<file path="config.mk">
export PLATFORM = sky130hd
export DESIGN_NAME = gcd_scheduler
export DESIGN_NICKNAME = d
export VERILOG_FILES = /design/src/rtl/gcd_scheduler_pkg.sv /design/src/rtl/gcd_scheduler_rr_arbiter.sv /design/src/rtl/gcd_scheduler.sv
export SDC_FILE = /design/constraint.sdc
export NUM_CORES = 1
export LEC_CHECK = 0
export ABC_AREA = 1
export CORE_UTILIZATION = 45
export DETAILED_ROUTE_END_ITERATION = 6
export GPL_TIMING_DRIVEN = 0
export PLACE_DENSITY_LB_ADDON = 0.2
export SYNTH_ARGS = -nofsm -noshare
export SYNTH_HDL_FRONTEND = slang
export SYNTH_SLANG_ARGS = --single-unit
export TNS_END_PERCENT = 20
</file>
<file path="constraint.sdc">
create_clock -name clock -period 3.33 [get_ports clock]
set_clock_uncertainty 0.15 [all_clocks]
set_input_delay 0.666 -clock clock [delete_from_list [all_inputs] [get_ports clock]]
set_output_delay 0.666 -clock clock [all_outputs]
set_load 0.05 [all_outputs]
</file>
<file path="src/rtl/gcd_scheduler_pkg.sv">
`default_nettype none
// ============================================================================
// Module      : gcd_sched_pkg
// Description : Shared types and constants for the GCD scheduler: FSM state
//               encoding, default parameter values and the requester-id
//               width helper.
// Revision    : 1.0 - initial release
// ============================================================================
package gcd_sched_pkg;

    typedef enum logic [1:0] {
        ST_IDLE  = 2'd0,
        ST_ISSUE = 2'd1,
        ST_WAIT  = 2'd2,
        ST_RESP  = 2'd3
    } state_t;

    localparam int C_DEF_WIDTH   = 8;
    localparam int C_DEF_NREQ    = 4;
    localparam int C_DEF_TIMEOUT = 1024;

    // Width of a requester index; never narrower than one bit.
    function automatic int id_width(input int n);
        return (n <= 2) ? 1 : $clog2(n);
    endfunction

endpackage
`default_nettype wire

</file>
<file path="src/rtl/gcd_scheduler_rr_arbiter.sv">
`default_nettype none
// ============================================================================
// Module      : rr_arbiter
// Description : Combinational round-robin arbiter. Searches i_req starting at
//               i_ptr and moving upward with wrap; the first set bit wins.
// Ports       : i_req   [NREQ]  request vector
//               i_ptr   [IDW]   highest-priority index (must be < NREQ)
//               o_grant [NREQ]  one-hot grant (all zero when no request)
//               o_idx   [IDW]   index of the granted requester
//               o_any   [1]     at least one request present
// Revision    : 1.0 - initial release
// ============================================================================
module rr_arbiter
    import gcd_sched_pkg::*;
#(
    parameter  int NREQ = C_DEF_NREQ,
    localparam int IDW  = id_width(NREQ)
) (
    input  logic [NREQ-1:0] i_req,
    input  logic [IDW-1:0]  i_ptr,
    output logic [NREQ-1:0] o_grant,
    output logic [IDW-1:0]  o_idx,
    output logic            o_any
);

    always_comb begin
        int j;
        j       = 0;
        o_grant = '0;
        o_idx   = '0;
        o_any   = 1'b0;
        for (int k = 0; k < NREQ; k++) begin
            j = int'(i_ptr) + k;
            if (j >= NREQ) begin
                j = j - NREQ;
            end
            if (!o_any && i_req[j]) begin
                o_any      = 1'b1;
                o_grant[j] = 1'b1;
                o_idx      = IDW'(j);
            end
        end
    end

endmodule
`default_nettype wire

</file>
<file path="src/rtl/gcd_scheduler.sv">
`default_nettype none
// ============================================================================
// Module      : gcd_scheduler
// Description : Shares one multi-cycle GCD engine between NREQ requesters.
//               Round-robin accept in IDLE, one-cycle engine start, bounded
//               wait for done (abort on timeout), then a held response until
//               the consumer accepts it. Zero operands bypass the engine.
// Ports       : clock, reset_n               clock / async active-low reset
//               req_valid/ready/a/b          requester handshake, packed by id
//               rsp_valid/ready/id/result/err response handshake
//               gcd_start/a/b/abort          engine control (owned here)
//               gcd_done/outp                engine completion and result
// Revision    : 1.0 - initial release
// ============================================================================
module gcd_scheduler
    import gcd_sched_pkg::*;
#(
    parameter  int WIDTH   = C_DEF_WIDTH,
    parameter  int NREQ    = C_DEF_NREQ,
    parameter  int TIMEOUT = C_DEF_TIMEOUT,
    localparam int IDW     = id_width(NREQ)
) (
    input  logic                  clock,
    input  logic                  reset_n,
    input  logic [NREQ-1:0]       req_valid,
    output logic [NREQ-1:0]       req_ready,
    input  logic [NREQ*WIDTH-1:0] req_a,
    input  logic [NREQ*WIDTH-1:0] req_b,
    output logic                  rsp_valid,
    input  logic                  rsp_ready,
    output logic [IDW-1:0]        rsp_id,
    output logic [WIDTH-1:0]      rsp_result,
    output logic                  rsp_err,
    output logic                  gcd_start,
    output logic [WIDTH-1:0]      gcd_a,
    output logic [WIDTH-1:0]      gcd_b,
    output logic                  gcd_abort,
    input  logic                  gcd_done,
    input  logic [WIDTH-1:0]      gcd_outp
);

    localparam int CW = $clog2(TIMEOUT + 1);

    state_t           r_state;
    state_t           w_state_nxt;
    logic [IDW-1:0]   r_rr_ptr;
    logic [IDW-1:0]   r_id;
    logic [WIDTH-1:0] r_a;
    logic [WIDTH-1:0] r_b;
    logic [WIDTH-1:0] r_result;
    logic             r_err;
    logic [CW-1:0]    r_cnt;

    logic [NREQ-1:0]  w_grant;
    logic [IDW-1:0]   w_idx;
    logic             w_any;
    logic [WIDTH-1:0] w_win_a;
    logic [WIDTH-1:0] w_win_b;
    logic             w_zero;
    logic             w_accept;
    logic             w_timeout;

    rr_arbiter #(
        .NREQ (NREQ)
    ) u_arb (
        .i_req   (req_valid),
        .i_ptr   (r_rr_ptr),
        .o_grant (w_grant),
        .o_idx   (w_idx),
        .o_any   (w_any)
    );

    assign w_win_a   = req_a[w_idx*WIDTH +: WIDTH];
    assign w_win_b   = req_b[w_idx*WIDTH +: WIDTH];
    assign w_zero    = (w_win_a == '0) || (w_win_b == '0);
    // Timeout is only taken when done is absent in the same cycle.
    assign w_timeout = (r_cnt == CW'(TIMEOUT - 1)) && !gcd_done;

    always_ff @(posedge clock or negedge reset_n) begin
        if (!reset_n) begin
            r_state <= ST_IDLE;
        end else begin
            r_state <= w_state_nxt;
        end
    end

    always_comb begin
        w_state_nxt = r_state;
        w_accept    = 1'b0;
        req_ready   = '0;
        gcd_start   = 1'b0;
        gcd_abort   = 1'b0;
        rsp_valid   = 1'b0;
        case (r_state)
            ST_IDLE: begin
                req_ready = w_grant;
                if (w_any) begin
                    w_accept    = 1'b1;
                    w_state_nxt = w_zero ? ST_RESP : ST_ISSUE;
                end
            end
            ST_ISSUE: begin
                gcd_start   = 1'b1;
                w_state_nxt = ST_WAIT;
            end
            ST_WAIT: begin
                if (gcd_done) begin
                    w_state_nxt = ST_RESP;
                end else if (w_timeout) begin
                    gcd_abort   = 1'b1;
                    w_state_nxt = ST_RESP;
                end
            end
            ST_RESP: begin
                rsp_valid = 1'b1;
                if (rsp_ready) begin
                    w_state_nxt = ST_IDLE;
                end
            end
            default: w_state_nxt = ST_IDLE;
        endcase
    end

    always_ff @(posedge clock or negedge reset_n) begin
        if (!reset_n) begin
            r_rr_ptr <= '0;
            r_id     <= '0;
            r_a      <= '0;
            r_b      <= '0;
            r_result <= '0;
            r_err    <= 1'b0;
            r_cnt    <= '0;
        end else begin
            if (w_accept) begin
                r_id     <= w_idx;
                r_a      <= w_win_a;
                r_b      <= w_win_b;
                r_rr_ptr <= (w_idx == IDW'(NREQ - 1)) ? '0 : w_idx + 1'b1;
                if (w_zero) begin
                    r_result <= '0;
                    r_err    <= 1'b0;
                end
            end
            // The counter never passes TIMEOUT-1: WAIT always exits there.
            if (r_state == ST_ISSUE) begin
                r_cnt <= '0;
            end else if (r_state == ST_WAIT) begin
                r_cnt <= r_cnt + 1'b1;
            end
            if (r_state == ST_WAIT) begin
                if (gcd_done) begin
                    r_result <= gcd_outp;
                    r_err    <= 1'b0;
                end else if (w_timeout) begin
                    r_result <= '0;
                    r_err    <= 1'b1;
                end
            end
        end
    end

    assign gcd_a      = r_a;
    assign gcd_b      = r_b;
    assign rsp_id     = r_id;
    assign rsp_result = r_result;
    assign rsp_err    = r_err;

endmodule
`default_nettype wire

</file>
==> metrics, run 1 <==
net count of the finished layout 634; Setup TNS Final 0 ps; area of the die 6870 um2; number of hold-slack violations in the final timing report 0; total core area 6350 um2; largest family of logic cells by synthesized area simple AND/OR/NAND/NOR gates; type of the most critical hold path flop to flop; Post-CTS Setup Inserts 0; Area contributors post-synth sky130_fd_sc_hd__dfrtp_1 36%, sky130_fd_sc_hd__nand2_1 16%, sky130_fd_sc_hd__nand3_1 14%, sky130_fd_sc_hd__inv_1 5.0%, sky130_fd_sc_hd__o21ai_0 4.9%; detailed-placement wirelength estimate 6400 um; R2R depth 19; Placed Area 4190 um2; violation count after the first detailed-routing iteration 126; actual slew at the worst max-slew pin 567 ps; initial core utilization 0.464; via count of the first global-routing pass 3153; number of warnings reported in the yosys synthesis log 0; CTS Buf Count 5; number of diodes 0; maximum number of pins on one net before global-route repair 42; wire length of the first global-routing pass 13900 um; multiplexer fraction of the synthesized cell area 0.00340; final worst-path cycle share 0.952; clk root buf sky130_fd_sc_hd__clkbuf_8; area of all placed cells without fillers 4300 um2; overall die height 82.9 um; xor and xnor area share after synthesis 0; worst reg2reg setup slack 400 ps; launch instance of the worst min-delay path gcd_a[6]; post-synthesis to final-layout area growth 46.1%; row count 29; status finished, final reports clean; routed vias/inst 5.24; CP arrival 2360 ps; maximum level of the CTS H-tree 2; max-cap violations 0; Setup Viol. Count Final 0; initial antenna violation count 0; end point of the most critical hold path gcd_a[6]; clock latency of the later-clocked register in the worst-skew pair 300 ps; critical path startpoint category input pin; crit-path max FO 4; Horiz. Die Dim 82.9 um; GR Overflow Total 0; count of antenna-violating nets left after detailed routing 0; type of destination of the critical path output port; Final GP Congestion 0.846; R2R Path Start r_rr_ptr[0]; register bit count reported by yosys 42; ratio of cells with drive above 1 in the final layout 0.0971; critical setup path kind input pin to output port; WHS Path Cells 2; combined flip-flop and latch cell area 1050 um2; number of distinct library cells after synthesis 32; syn_nets 512; area of the multi-input gates 1640 um2; sequential-to-total area share from yosys stat 0.357; worst flop-to-flop path endpoint rsp_result[5]; Period minus WS final 3170 ps; TritonCTS clock tree yes; share of synthesized registers carrying an async set or reset 1.00; number of fill cells 539; Syn Area/Cell 6.96 um2; achievable clock frequency 315 MHz; Overall Global Routing Usage 0.244; unrepaired setup endpoints after global routing false; drt first pass iters 4; main flop type after synthesis sky130_fd_sc_hd__dfrtp_1; IR drop worst, VDD 717 uV; max-slew violation count 0; post-synthesis share of cell area spent on full adders, half adders and majority gates 0.0382; Clock Path Buffers 2; routed wirelength normalized by instance count 13.1 um; complex-gate fraction of the synthesized area 0.0926; share of the core filled with cells 0.678; number of enable-type register cells in the synthesized netlist 0; post-layout power 5.10 mW; required time worst endpoint 2510 ps; DRC viols 0; share of the synthesized area in the top cell type 0.357; simple-gate portion of the synthesized area 0.420; Reg clk slew, reported paths 80 ps; total via count in the routed design 3264; I/O pin count 114; placed instance count 614; total power density per cell area 1190 nW/um2; Port Buf Inserts 113; Sink Count 42; largest area contributor in the synthesized netlist sky130_fd_sc_hd__dfrtp_1; cell count after synthesis 423; final non-filler cell total 623; worst-case headroom to the max-slew limit 0.619; total wire length 8190 um; synthesized cell area 2950 um2; standby leakage power 2.09 nW
==> cell families after synthesis <==
family / count (synthesis)
compound gates: 52
fa+ha+maj: 9
buf+inv: 58
flops: 42
mux: 1
simple gates: 261
==> what timing repair did <==
item,CTS,global route
resized for setup,15,14
pin swaps,0,0
cloned,0,0
setup endpoints to repair,4,5
endpoints found under the hold margin,1,0
hold buffers,1,0
==> sequential cells by signal, indices dropped and copies added (netlist names) <==
signal,flops
rsp_id,2
rsp_result,8
r_rr_ptr,2
r_state,2
rsp_err,1
gcd_a,8
r_cnt,11
gcd_b,8
==> worst max-delay path by stage <==
stage / cells after the start / from / slack, ps / to
2_1_floorplan: 11 / r_rr_ptr[1] / 600 / req_ready[1]
3_3_place_gp: 12 / req_valid[0] / -330 / req_ready[0]
3_5_place_dp: 13 / req_valid[2] / -410 / req_ready[3]
4_1_cts: 12 / r_rr_ptr[0] / 7 / req_ready[1]
5_1_grt: 12 / req_valid[1] / 50 / req_ready[1]
6_report: 12 / req_valid[0] / 160 / req_ready[0]
==> power breakdown <==
group / switching (mW) / internal, mW
clock network: 0.173 / 0.224
registers: 0.153 / 0.725
logic: 2.52 / 1.30
==> routing by layer <==
| layer | track usage | share of wire | wire length, um | vias up |
|---|---|---|---|---|
| met4 | 0.0580 | 0.011 | 93 | 0 |
| met2 | 0.429 | 0.51 | 4160 | 97 |
| li1 | - | - | - | 1634 |
| met5 | 0 | 0 | 0 | - |
| met1 | 0.305 | 0.43 | 3510 | 1522 |
| met3 | 0.0507 | 0.052 | 427 | 11 |
==> layout by cell type, fill, tap and decap left out, drive strengths merged, types with 3 or more instances in the layout <==
master / n
nand2: 140
clkdlybuf4s50: 107
nand3: 88
dfrtp: 42
inv: 42
o21ai: 31
nor2: 17
buf: 17
a21oi: 15
clkbuf: 12
nor3: 9
ha: 9
nand4: 4
o22ai: 3
==> cell type report <==
cell class	count	area share
multi-input combinational	323	0.380
timing repair buffer	115	0.266
sequential	42	0.245
buffer	16	0.0238
inverter	42	0.0384
clock buffer	7	0.0177
tap	77	0.0224
clock inverter	1	0.00698
==> per-stage QoR <==
step                hold WS (ps)  setup slack (ps)
floorplan                    220               603
global placement             316              -327
detailed placement           318              -410
CTS                          346              7.11
global route                 362              50.0
finish                       343               159
==> cells in the mapped netlist, types with 4 or more instances <==
cell / n
sky130_fd_sc_hd__buf_2: 7
sky130_fd_sc_hd__nand3_2: 4
sky130_fd_sc_hd__ha_1: 9
sky130_fd_sc_hd__a21oi_1: 15
sky130_fd_sc_hd__inv_1: 39
sky130_fd_sc_hd__o21ai_0: 29
sky130_fd_sc_hd__nand2_4: 5
sky130_fd_sc_hd__nor2_1: 13
sky130_fd_sc_hd__nor3_1: 9
sky130_fd_sc_hd__nand3_1: 84
sky130_fd_sc_hd__dfrtp_1: 42
sky130_fd_sc_hd__nand2_2: 6
sky130_fd_sc_hd__nand2_1: 129
==> critical path, stage by stage <==
cell and delay (ps):
sky130_fd_sc_hd__clkdlybuf4s50_1 500, sky130_fd_sc_hd__inv_1 70, sky130_fd_sc_hd__nand2_1 90, sky130_fd_sc_hd__nand3_1 90, sky130_fd_sc_hd__nand2_1 170, sky130_fd_sc_hd__nand3_2 140
sky130_fd_sc_hd__o22ai_1 150, sky130_fd_sc_hd__a21oi_1 60, sky130_fd_sc_hd__o21ai_0 70, sky130_fd_sc_hd__nand2_1 70, sky130_fd_sc_hd__inv_1 50, sky130_fd_sc_hd__buf_2 250
Note: power is estimated with default switching activity, not from simulation.
==> run 2: changes to the inputs <==
Settings changed: SKIP_CTS_REPAIR_TIMING from default to 1.
==> metrics, run 2 (synthesis results as in run 1) <==
post-layout power 5.09 mW (-0.16%); total via count in the routed design 3268 (+0.12%); fraction of power spent switching nets 0.558 (-0.000603); final non-filler cell total 623 (unchanged); WHS Path Cells 2 (unchanged); Reg clk slew, reported paths 80 ps (about the same); area of the die 6870 um2 (unchanged); ratio of cells with drive above 1 in the final layout 0.0971 (unchanged); number of hold-slack violations in the final timing report 0 (unchanged); max reg flops 11 (unchanged); R2R Path Start r_rr_ptr[0]; placed instance count 614 (unchanged); launch instance of the worst min-delay path gcd_a[6]; end point of the most critical hold path gcd_a[6]; row count 29 (unchanged); total power density per cell area 1180 nW/um2 (-0.16%); Top Layer Used met4; P_int 2.25 mW (about the same); wire length on met3 502 um (+18%); detailed route wirelength on metal2 4120 um (-0.87%); sequential share of power 0.172 (about the same); worst flop-to-flop path endpoint rsp_result[5]; CTS Buf Count 5 (unchanged); IR drop worst, VDD 716 uV (-0.26%); achievable clock frequency 315 MHz (-0.18%); worst reg2reg setup slack 390 ps (about the same); drt first pass iters 5 (+1); actual slew at the worst max-slew pin 570 ps (+2.41 ps); wire length of the first global-routing pass 13800 um (-0.75%); max-cap violations 0 (unchanged); maximum level of the CTS H-tree 2 (unchanged); M1 wire length 3450 um (-1.6%); initial core utilization 0.464 (unchanged); TritonCTS clock tree yes; I/O pin count 114 (unchanged); total core area 6350 um2 (unchanged); required time worst endpoint 2510 ps (about the same); type of the most critical hold path flop to flop; Clock Path Buffers 2 (unchanged); standby leakage power 2.09 nW (about the same); Horiz. Die Dim 82.9 um (unchanged); worst-case headroom to the max-slew limit 0.618 (-0.00162); largest register by flop count r_cnt; R2R depth 19 (unchanged); clock latency of the later-clocked register in the worst-skew pair 300 ps (about the same); post-synthesis to final-layout area growth 46.1% (unchanged); CP arrival 2360 ps (about the same); Period minus WS final 3180 ps (+5.69 ps); final worst-path cycle share 0.954 (+0.00171); DRC viols 0 (unchanged); critical path startpoint category input pin; routed vias/inst 5.25 (+0.12%); maximum number of pins on one net before global-route repair 42 (unchanged); type of destination of the critical path output port; routed wirelength normalized by instance count 13.1 um (-0.16%); via count of the first global-routing pass 3129 (-0.76%); critical setup path kind input pin to output port; initial antenna violation count 0 (unchanged); number of diodes 0 (unchanged); total wire length 8180 um (-0.16%); power share of the combinational group 0.750 (about the same); crit-path max FO 4 (unchanged); detailed-placement wirelength estimate 6400 um (unchanged); Setup TNS Final 0 ps (unchanged); Setup Viol. Count Final 0 (unchanged); Port Buf Inserts 113 (unchanged); count of antenna-violating nets left after detailed routing 0 (unchanged); GR Overflow Total 0 (unchanged); share of power burned in the clock network 0.078 (about the same); overall die height 82.9 um (unchanged); net count of the finished layout 634 (unchanged); clk root buf sky130_fd_sc_hd__clkbuf_8; max-slew violation count 0 (unchanged); status finished, final reports clean; Overall Global Routing Usage 0.241 (-0.00235); Sink Count 42 (unchanged); violation count after the first detailed-routing iteration 149 (+18%); most common cell after layout, fill and taps aside sky130_fd_sc_hd__nand2_1; total net switching power 2.84 mW (-0.27%); Final GP Congestion 0.846 (unchanged); commonest cells after routing, fill and taps aside 129 x sky130_fd_sc_hd__nand2_1, 107 x sky130_fd_sc_hd__clkdlybuf4s50_1, 83 x sky130_fd_sc_hd__nand3_1; unrepaired setup endpoints after global routing false
run 2: cell count changes in the layout (fill, tap and decap cells not counted), sizes merged:
| cell | change |
|---|---|
| clkbuf | +1 |
| buf | -1 |
run 2: final cells by class:
cell class | instances | area [um2]
buffer | 16 | 103
clock inverter | 1 | 30.0
timing repair buffer | 115 | 1140
inverter | 42 | 165
tap | 77 | 96.3
clock buffer | 7 | 76.3
multi-input combinational | 323 | 1640
fill | 535 | 2050
sequential | 42 | 1050
run 2: metrics by stage:
stage	cell area (um2)	hold WS (ps)	util	worst slack [ps]
6_report	4300	343	0.678	153
2_1_floorplan	2950	220	-	603
3_3_place_gp	4170	316	0.657	-327
4_1_cts	4290	-0.302	0.676	-544
5_1_grt	4300	361	0.678	50.2
3_5_place_dp	4190	318	0.660	-410
run 2: metal layers:
metal | vias up | global-route usage
met3 | 11 | 0.0517
met4 | 0 | 0.0580
li1 | 1630 | -
met1 | 1518 | 0.303
met5 | - | 0
met2 | 109 | 0.423
run 2: worst max-delay path by stage:
stage | start | cells past startpoint | slack, ps | to
2_1_floorplan | r_rr_ptr[1] | 11 | 600 | req_ready[1]
3_3_place_gp | req_valid[0] | 12 | -330 | req_ready[0]
3_5_place_dp | req_valid[2] | 13 | -410 | req_ready[3]
4_1_cts | r_rr_ptr[1] | 12 | -540 | req_ready[3]
5_1_grt | req_valid[1] | 12 | 50 | req_ready[1]
6_report | req_valid[1] | 12 | 150 | req_ready[0]
run 2: power groups by stage:
stage               combinational (mW)  clock [mW]  sequential [mW]
floorplan                         2.28           0             1.37
finish                            3.82       0.397            0.877
global route                      4.23       0.425            0.898
global placement                  3.74           0            0.865
detailed placement                3.82           0            0.871
CTS                               3.83       0.403            0.865
run 2: worst max-delay path, cell delays in order:
cell,delay (ps)
sky130_fd_sc_hd__clkdlybuf4s50_1,500
sky130_fd_sc_hd__inv_1,80
sky130_fd_sc_hd__nand2_2,70
sky130_fd_sc_hd__nand3_1,90
sky130_fd_sc_hd__nand2_1,170
sky130_fd_sc_hd__nand3_2,130
sky130_fd_sc_hd__o22ai_1,150
sky130_fd_sc_hd__a21oi_1,60
sky130_fd_sc_hd__o21ai_0,70
sky130_fd_sc_hd__nand2_1,70
sky130_fd_sc_hd__inv_1,50
sky130_fd_sc_hd__buf_2,250
==> run 3: changes to the inputs <==
Settings changed: CORE_UTILIZATION 45 to 44, SYNTH_HIERARCHICAL from default to 1.
==> metrics, run 3 <==
type of destination of the critical path output port; post-layout power 5.31 mW (+4.2%); CTS Buf Count 5 (unchanged); main flop type after synthesis sky130_fd_sc_hd__dfrtp_1; synthesized cell area 2910 um2 (-1.1%); share of the synthesized area in the top cell type 0.361 (+0.00414); row count 29 (unchanged); Clock Path Buffers 2 (unchanged); commonest cells after routing, fill and taps aside 168 x sky130_fd_sc_hd__nand2_1, 108 x sky130_fd_sc_hd__clkdlybuf4s50_1, 56 x sky130_fd_sc_hd__nand3_1; Reg clk slew, reported paths 80 ps (about the same); Area contributors post-synth sky130_fd_sc_hd__dfrtp_1 36%, sky130_fd_sc_hd__nand2_1 22%, sky130_fd_sc_hd__nand3_1 10%, sky130_fd_sc_hd__ha_1 6.4%, sky130_fd_sc_hd__inv_1 4.1%; max reg flops 11 (unchanged); sequential-to-total area share from yosys stat 0.361 (+0.00414); standby leakage power 2.16 nW (+3.2%); crit-path max FO 10 (+6); ratio of cells with drive above 1 in the final layout 0.108 (+0.0110); total via count in the routed design 3179 (-2.7%); TritonCTS clock tree yes; total wire length 8180 um (about the same); count of antenna-violating nets left after detailed routing 0 (unchanged); largest area contributor in the synthesized netlist sky130_fd_sc_hd__dfrtp_1; max-cap violations 0 (unchanged); net count of the finished layout 649 (+2.4%); area of the die 6950 um2 (+1.1%); IR drop worst, VDD 795 uV (+11%); initial core utilization 0.456 (-0.00793); ranking of synthesized cells by instance count 170 x sky130_fd_sc_hd__nand2_1, 58 x sky130_fd_sc_hd__nand3_1, 42 x sky130_fd_sc_hd__dfrtp_1; count leader, synth sky130_fd_sc_hd__nand2_1; critical path startpoint category input pin; number of enable-type register cells in the synthesized netlist 0 (unchanged); Syn Area/Cell 6.88 um2 (-1.1%); max-slew violation count 0 (unchanged); CP arrival 2410 ps (+50 ps); post-synthesis to final-layout area growth 50.8%; DRC viols 0 (unchanged); combined flip-flop and latch cell area 1050 um2 (unchanged); final non-filler cell total 632 (+1.4%); I/O pin count 114 (unchanged); wire length of the first global-routing pass 13200 um (-4.6%); Overall Global Routing Usage 0.232 (-0.00937); violation count after the first detailed-routing iteration 184 (+23%); drt first pass iters 4 (-1); achievable clock frequency 310 MHz (-1.4%); Setup WS post-layout 108 ps (-44.9 ps); area of the multi-input gates 1670 um2 (+2.1%); GR Overflow Total 0 (unchanged); final worst-path cycle share 0.968 (+0.0135); syn_nets 518 (+1.2%); total power density per cell area 1210 nW/um2 (+2.2%); cell count after synthesis 423 (unchanged); Sink Count 42 (unchanged); Setup Viol. Count Final 0 (unchanged); status finished, final reports clean; Final GP Congestion 0.954 (+13%); Placed Area 4150 um2 (-0.81%); required time worst endpoint 2510 ps (about the same); largest register by flop count r_cnt; most common cell after layout, fill and taps aside sky130_fd_sc_hd__nand2_1; via count of the first global-routing pass 2923 (-6.6%); number of distinct library cells after synthesis 30 (-6.3%); critical setup path kind input pin to output port; Port Buf Inserts 113 (unchanged); worst-case headroom to the max-slew limit 0.641 (+0.0231); maximum number of pins on one net before global-route repair 38 (-9.5%); share of the core filled with cells 0.688 (+0.00986); routed vias/inst 5.03 (-4.1%); worst slack after detailed placement -403 ps (+7.87 ps); overall die height 83.3 um (+0.54%); maximum level of the CTS H-tree 2 (unchanged); Period minus WS final 3220 ps (+44.9 ps); clock latency of the later-clocked register in the worst-skew pair 300 ps (about the same); type of the most critical hold path input pin to asynchronous set/reset pin; number of diodes 0 (unchanged); area of all placed cells without fillers 4390 um2 (+2.0%); routed wirelength normalized by instance count 12.9 um (-1.4%); detailed-placement wirelength estimate 6370 um (-0.56%); placed instance count 614 (unchanged); total core area 6390 um2 (+0.57%); number of fill cells 533 (-0.37%); register bit count reported by yosys 42 (unchanged); actual slew at the worst max-slew pin 537 ps (-32.5 ps); number of hold-slack violations in the final timing report 0 (unchanged); share of synthesized registers carrying an async set or reset 1.00 (unchanged); initial antenna violation count 0 (unchanged); number of warnings reported in the yosys synthesis log 6 (+6); clk root buf sky130_fd_sc_hd__clkbuf_8; Horiz. Die Dim 83.3 um (+0.54%)
## run 3: cell types whose count changed after synthesis, moves of 4 or more
cell and change:
sky130_fd_sc_hd__a21boi_0 +4, sky130_fd_sc_hd__o21ai_0 -6, sky130_fd_sc_hd__buf_2 -4, sky130_fd_sc_hd__nand4_1 +5, sky130_fd_sc_hd__nand2_4 -4, sky130_fd_sc_hd__ha_1 +6
sky130_fd_sc_hd__nand2_1 +41, sky130_fd_sc_hd__inv_1 -7, sky130_fd_sc_hd__nand3_1 -26
## run 3: path summary, 6_finish.rpt
check                              from             to  slack, ps  cells past startpoint
max                        req_valid[3]   req_ready[1]        110                     12
min                             reset_n       r_cnt[5]         40                      1
max reg2reg                 r_rr_ptr[1]  rsp_result[7]        170                     22
min reg2reg                    gcd_a[7]       gcd_a[7]        340                      2
max in group asynchronous       reset_n    r_rr_ptr[0]       2550                      2
min in group clock             gcd_a[7]       gcd_a[7]        340                      2
## run 3: kinds of logic (layout without fill, tap and decap cells)
kind of cell	after synthesis	in the layout	synth area share
xor gates and xnor gates	2	2	0.00602
buffers and inverters	50	182	0.0838
DFF	42	42	0.361
AOI/OAI and AO/OA	44	44	0.0804
adders and majority gates	15	15	0.0645
muxes	1	1	0.00344
and+or+nand+nor	269	269	0.401
## run 3: final cells by class
cell class              count  share of cell area
plain buffers              15              0.0271
clock buffers               6              0.0165
clock inverters             2             0.00855
inverters                  35              0.0319
multi-input cells         331               0.381
flip-flops and latches     42               0.240
well taps                  77              0.0219
repair buffers            124               0.274
## run 3: worst max-delay path: stages
cell                              delay [ps]
sky130_fd_sc_hd__clkdlybuf4s50_1         440
sky130_fd_sc_hd__inv_1                    60
sky130_fd_sc_hd__nand2_1                 100
sky130_fd_sc_hd__nand3_4                 140
sky130_fd_sc_hd__nand2_4                  80
sky130_fd_sc_hd__nor2_4                  140
sky130_fd_sc_hd__buf_6                   150
sky130_fd_sc_hd__nand3_1                 120
sky130_fd_sc_hd__nand3_1                 140
sky130_fd_sc_hd__nand2_1                  60
sky130_fd_sc_hd__inv_1                    50
sky130_fd_sc_hd__clkbuf_2                260
## run 3: stage by stage
stage	TNS (ps)	hold WS, ps
finish	0	36.1
global route	-286	28.6
CTS	-3210	29.8
detailed placement	-3390	323
global placement	-3200	317
floorplan	0	220
## run 3: layer usage
layer,GRT usage,wire length (um),vias up
met3,0.0388,356,6
li1,-,-,1626
met1,0.287,3510,1453
met2,0.419,4250,94
met4,0.0549,61,0
met5,0,0,-
## run 3: power breakdown
part / switching (mW) / leakage [nW] / internal [mW]
clock: 0.178 / 0.0514 / 0.224
combinational: 2.60 / 1.57 / 1.44
sequential: 0.142 / 0.533 / 0.723
